===== config.mk =====
export PLATFORM = sky130hd
export DESIGN_NAME = sseg_scan
export DESIGN_NICKNAME = d
export VERILOG_FILES = /design/src/rtl/sseg_pkg.sv /design/src/rtl/sseg_scan_tick_gen.sv /design/src/rtl/sseg_scan.sv
export SDC_FILE = /design/constraint.sdc
export NUM_CORES = 1
export LEC_CHECK = 0
export CAP_MARGIN = 40
export CORE_ASPECT_RATIO = 0.75
export CORE_MARGIN = 2
export CORE_UTILIZATION = 50
export CTS_CLUSTER_DIAMETER = 40
export DETAILED_ROUTE_END_ITERATION = 8
export PLACE_DENSITY = 0.72
export SKIP_CTS_REPAIR_TIMING = 1
export SYNTH_ARGS = -nofsm -noshare
export SYNTH_HDL_FRONTEND = slang
export SYNTH_HIERARCHICAL = 1
export SYNTH_SLANG_ARGS = --single-unit
export TNS_END_PERCENT = 50

===== constraint.sdc =====
create_clock -name clk -period 5.85 [get_ports clk]
set_clock_uncertainty 0.15 [all_clocks]
set_input_delay 0.8775 -clock clk [delete_from_list [all_inputs] [get_ports clk]]
set_output_delay 0.8775 -clock clk [all_outputs]
set_load 0.01 [all_outputs]

===== src/rtl/sseg_pkg.sv =====
// Shared types and constants for the seven-segment scanner.
package sseg_pkg;
    localparam int NUM_DIGITS = 4;
    localparam int NIBBLE_W   = 4;
    localparam logic [3:0] AN_OFF = 4'b1111;

    typedef logic [1:0] digit_idx_t;

    // Active-low one-hot anode enable for a digit slot.
    function automatic logic [3:0] an_select(input digit_idx_t d);
        return ~(4'b0001 << d);
    endfunction
endpackage


===== src/rtl/sseg_scan_tick_gen.sv =====
// Free-running prescaler: tick is high on the last cycle of each PRESCALE-cycle slot.
module tick_gen #(
    parameter int PRESCALE = 100000
) (
    input  logic clk,
    input  logic reset,
    output logic tick
);
    localparam int CW = (PRESCALE > 1) ? $clog2(PRESCALE) : 1;
    localparam logic [CW-1:0] LAST = CW'(PRESCALE - 1);

    logic [CW-1:0] pcnt_q, pcnt_d;

    always_comb begin
        pcnt_d = pcnt_q + 1'b1;
        if (pcnt_q == LAST) pcnt_d = '0;
    end

    always_ff @(posedge clk) begin
        if (reset) pcnt_q <= '0;
        else       pcnt_q <= pcnt_d;
    end

    assign tick = (pcnt_q == LAST);
endmodule


===== src/rtl/sseg_scan.sv =====
// 4-digit multiplexed display scanner with frame-aligned double buffering
// and optional leading-zero blanking.
module sseg_scan
    import sseg_pkg::*;
#(
    parameter int PRESCALE = 100000
) (
    input  logic        clk,
    input  logic        reset,
    input  logic [15:0] value,
    input  logic        load,
    input  logic        blank_lz,
    output logic        busy,
    output logic [3:0]  an,
    output logic [3:0]  binary
);
    logic             tick;
    digit_idx_t       dig_q;
    logic [15:0]      disp_q, pend_q;
    logic             pend_v_q;
    logic [3:0]       an_q, an_d;
    logic [NIBBLE_W-1:0] binary_q, binary_d;
    logic [3:0]       lz;
    logic             frame_end, xfer;

    tick_gen #(.PRESCALE(PRESCALE)) u_tick (
        .clk   (clk),
        .reset (reset),
        .tick  (tick)
    );

    assign frame_end = tick && (dig_q == digit_idx_t'(NUM_DIGITS - 1));
    assign xfer      = frame_end && pend_v_q;

    // lz[i]: every nibble from the top down to digit i is zero.
    always_comb begin
        lz    = '0;
        lz[3] = (disp_q[15:12] == '0);
        lz[2] = lz[3] && (disp_q[11:8] == '0);
        lz[1] = lz[2] && (disp_q[7:4] == '0);
        lz[0] = 1'b0;
        an_d     = (blank_lz && lz[dig_q]) ? AN_OFF : an_select(dig_q);
        binary_d = disp_q[int'(dig_q) * NIBBLE_W +: NIBBLE_W];
    end

    always_ff @(posedge clk) begin
        if (reset) begin
            dig_q    <= '0;
            disp_q   <= '0;
            pend_q   <= '0;
            pend_v_q <= 1'b0;
            an_q     <= AN_OFF;
            binary_q <= '0;
        end else begin
            if (tick) dig_q <= dig_q + 1'b1;
            if (xfer) disp_q <= pend_q;
            // A load on the transfer edge queues behind the value being shown.
            if (load) begin
                pend_q   <= value;
                pend_v_q <= 1'b1;
            end else if (xfer) begin
                pend_v_q <= 1'b0;
            end
            an_q     <= an_d;
            binary_q <= binary_d;
        end
    end

    assign busy   = pend_v_q;
    assign an     = an_q;
    assign binary = binary_q;
endmodule


### Word-level counts from Yosys, hierarchy flattened

Index checks and enable logic that the tools add are counted.

| operators by class | value |
|---|---|
| muxes and demuxes | 4 |
| multipliers | 0 |
| reductions and logical operators | 11 |
| add/sub/neg operators | 2 |
| magnitude comparators | 1 |
| shift operators | 2 |
| eq/ne operators | 2 |
| bitwise gates (word level) | 1 |
| div/mod/pow operators | 0 |

Operators by type and width:

| cell | count |
|---|---|
| 17-bit by 1-bit adder with 17-bit output (second input constant) | 1 |
| 17-bit equality test (second input constant) | 1 |
| 16-bit by 5-bit indexed part select with 4-bit output | 1 |
| 4-bit logical NOT | 3 |
| 1-bit logical AND | 5 |
| 4-bit inverter | 1 |
| 2-bit OR reduction | 2 |
| 1-bit by 2-bit left shift with 4-bit output (first input constant) | 1 |
| 2-bit by 3-bit less-than comparator with 1-bit output (second input constant) | 1 |
| 1-bit 2-to-1 mux | 3 |
| 2-bit by 1-bit adder with 2-bit output (second input constant) | 1 |
| 1-bit binary-select mux with 2-bit select | 1 |
| 2-bit equality test (second input constant) | 1 |
| 2-bit nonzero test | 1 |

| word-level totals | value |
|---|---|
| logic and storage cells | 30 |
| bits of input ports | 20 |
| memories kept | 0 |
| memory bits (writable) | 0 |
| bits in latches | 0 |
| ROM bits | 0 |
| register bits after elaboration | 60 |

### Logic depth before layout (Yosys ltp)

| logic depth | value |
|---|---|
| word-level depth | 7 |
| depth in mapped cells | 9 |

### By module

Netlist, hierarchy kept.

By module, submodules not included:

| module | instances | cells an instance | area an instance (sq um) |
|---|---|---|---|
| sseg_scan | 1 | 173 | 1725.4 |
| tick_gen | 1 | 88 | 797.0 |

### Worst setup path before layout

OpenSTA, ideal clock, no wires.

| timing path | value |
|---|---|
| path kind | reg2reg |
| start | reg u_tick.pcnt_q[0] |
| end | reg disp_q[10] |
| data required time | 5.568 ns |
| data arrival time | 1.641 ns |
| buffers on the path | 1 |
| cell stages (with the launch flop) | 9 |
| path slack | 3.927 ns |
| library setup time | 0.132 ns |
| cell sequence | dfxtp_1 ha_1 nand4_1 nor2_1 and3_1 nand3_1 buf_2 nand2_1 a21oi_1 |

| between the ends | value |
|---|---|
| cells in the longest elaborated chain, start to end | 3 |

RTL lines:

| what | line | source |
|---|---|---|
| start: declaration | sseg_scan_tick_gen.sv:12 | `logic [CW-1:0] pcnt_q, pcnt_d;` |
| start signal: assignment | sseg_scan_tick_gen.sv:21 | `else pcnt_q <= pcnt_d;` |
| 17-bit equality test | sseg_scan_tick_gen.sv:24 | `assign tick = (pcnt_q == LAST);` |
| net tick | sseg_scan.sv:17 | `logic tick;` |
| 1-bit logical AND | sseg_scan.sv:32 | `assign frame_end = tick && (dig_q == digit_idx_t'(NUM_DIGITS - 1));` |
| 1-bit logical AND | sseg_scan.sv:33 | `assign xfer = frame_end && pend_v_q;` |
| end signal: assignment | sseg_scan.sv:56 | `if (xfer) disp_q <= pend_q;` |
| end: declaration | sseg_scan.sv:19 | `logic [15:0] disp_q, pend_q;` |

The timed path passes the listed nets, and every way through them passes these cells.
A chain may end at the register's enable or synchronous reset.

### Worst setup path in the final report

| timing path | value |
|---|---|
| start | reg u_tick.pcnt_q[0] |
| end | reg disp_q[3] |

Same word-level chain as after synthesis.

==> impl_results.md <==
* Worst rel slew slack at 59.9%
* Vias in the first global route at 1774
* CORE AREA at 4870 um^2
* Slew Limit Fails at 0
* Final non-filler cell total at 352
* RePlAce Congestion at 0.847
* Yosys reg bits at 60
* Syn_nets at 286
* Static Leak at 0.00109 uW
* Cell with the most instances after synthesis: dfxtp_1
* Top Ports at 29
* Worst reg-to-reg path cell count at 7
* Number of synthesized flops with an enable pin at 0
* Status: finished, final reports clean
* Max Cap Violations at 0
* Hold Vio Cnt, Final at 0
* Placed insts at 336
* Crit path max fanout at 16
* H-tree levels at 3
* Largest cells by area after synthesis: dfxtp_1 (48%), mux2i_1 (6.7%), nand2_1 (5.5%)
* Clk buf depth at 2
* Register area share after synthesis at 47.6%
* Ys async rst share at 0%
* DIE AREA at 5630 um^2
* Clock transition at path regs at 0.07 ns
* Synthesized area at 2520 um^2
* First-pass GRT wire length at 8.07 mm
* HP Start: pend_q[13]
* Initial antenna violation count at 0
* RSZ-0062 raised after global routing: false
* Data arrival, critical path at 2.58 ns
* CP required at 5.97 ns
* Post-layout util at 61.8%
* Iter 0 DRT Violations at 59
* Ys flop type: dfxtp_1
* Die Y at 65.5 um
* Routed vias/inst at 5.38
* FP Rows at 22
* CTS Buf Count at 9
* Starting Density at 51.8%
* Post-synth cell types at 36
* Tot GR Track Use at 18.8%
* CP Launch Type: register
* Antenna viol nets, final at 0
* Final routed DRC violation total at 0
* Critical path endpoint category: register
* DR WL/cell at 13.2 um
* Post-synth top cells: dfxtp_1 (60), nand2_1 (37), nor2_1 (36)
* Ant diodes at 0
* Clock sink count at 60
* Post-synth top area cell: dfxtp_1
* # fillers at 416
* Syn_area_per_cell at 9.66 um^2
* Min-Delay Path Depth at 2
* Die width at 86.0 um
* Hold WS at 0.302 ns
* Nets at 312
* Cell area after layout at 3010 um^2
* Min-Delay Endpoint: disp_q[13]
* Root buf cell: clkbuf_8
* Gr ovfl total at 0
* Final wirelength at 4.64 mm
* Tmin final at 2.46 ns
* Maximum vdd drop at 145 uV
* Kind of critical path: register to register
* Final setup fails at 0
* Worst slew pin tran at 0.600 ns
* Worst R2R End: disp_q[3]
* Synth top area share at 47.6%
* Pwr/cell area at 289 nW/um^2
* Max Fclk at 0.407 GHz
* Vias after detailed routing at 1892
* Later-pin clock latency in the skew report at 0.34 ns
* Mapped Cells at 261
* HPWL Detailed at 3.28 mm
* # port buffers at 28
* Area post-placement at 2790 um^2
* Layout area overhead at 19.3%
* Fraction of layout cells with a size suffix above 1 at 11.3%
* Drt first pass iters at 4
* Setup tns final at 0 ns
* Ys Warns at 6
* CTS tree: yes
* Fin crit share at 42.0%
* Flop-to-flop setup slack at 3.39 ns
* Largest net degree at the start of global routing at 31
* RR Startpoint: u_tick/pcnt_q[0]
* HP Class: register to register
how the worst max path moves through the flow:
stage                                 from         end  slack [ns]  cells after the start
final                     u_tick/pcnt_q[0]   disp_q[3]        3.39                      7
after CTS                 u_tick/pcnt_q[0]   disp_q[3]        3.38                      7
after floorplan           u_tick/pcnt_q[0]  disp_q[10]        3.93                      8
after detailed placement  u_tick/pcnt_q[0]   disp_q[3]        3.40                      7
after global placement                load   pend_q[2]        3.24                      3
after global routing      u_tick/pcnt_q[0]   disp_q[1]        3.18                      7
per-stage QoR:
step           worst slack, ns  total power [uW]
6_report                  3.39               870
5_1_grt                   3.18               905
4_1_cts                   3.38               881
3_5_place_dp              3.40               477
3_3_place_gp              3.24               472
2_1_floorplan             3.93               456
critical path, stage by stage, from the launching register on:
cell     delay (ns)
dfxtp_1        0.37
ha_1           0.24
nand4_1        0.26
nor2_1         0.21
and3_1         0.29
and3_1         0.57
nand2_1        0.14
a21oi_1        0.15
cells by family after synthesis:
group           after synthesis  synth area share, %
fa+ha+maj                     5                 2.48
compound gates               28                 6.40
simple gates                113                 22.7
buf+inv                      20                 5.61
mux                          21                 10.3
xor+xnor                     14                 4.86
flops                        60                 47.6
metal layers:
| layer | global-route usage, % | part of all wire (%) | wire length, um |
|---|---|---|---|
| met5 | 0 | 0 | 0 |
| met4 | 6.55 | 1.2 | 57 |
| met3 | 8.42 | 5.7 | 265 |
| met2 | 29.6 | 45 | 2110 |
| met1 | 23.0 | 48 | 2210 |
flip-flops by register name (all words and copies together), names as in the netlist:
register / count
busy: 1
disp_q: 16
u_tick/pcnt_q: 17
binary: 4
dig_q: 2
pend_q: 16
an: 4
power by group:
group / internal (uW) / leakage, uW / switching [uW]
logic: 24.0 / 0.000490 / 19.4
clock network: 249 / 0.000113 / 154
registers: 418 / 0.000488 / 5.96
total: 691 / 0.00109 / 180
final cells by class:
class | count | area (um^2) | share of cell area, %
multi-input cells | 181 | 1180 | 39.2
well taps | 60 | 75.1 | 2.49
repair buffers | 30 | 318 | 10.6
clock inverters | 5 | 75.1 | 2.49
clock buffers | 11 | 141 | 4.70
inverters | 5 | 18.8 | 0.624
flip-flops and latches | 60 | 1200 | 39.9
placed cells by master (no fill, tap or decap), types with 5 or more instances in the layout:
master and count:
mux2i_1 17, clkdlybuf4s50_1 27, dfxtp_1 60, clkbuf_8 10, xor2_1 5, xnor2_1 9
nor3_1 5, nand3_1 6, nor4_1 6, a21oi_1 18, inv_1 5, ha_1 5
nand2_1 37, nor2_1 36
(Power assumes the default switching activity.)
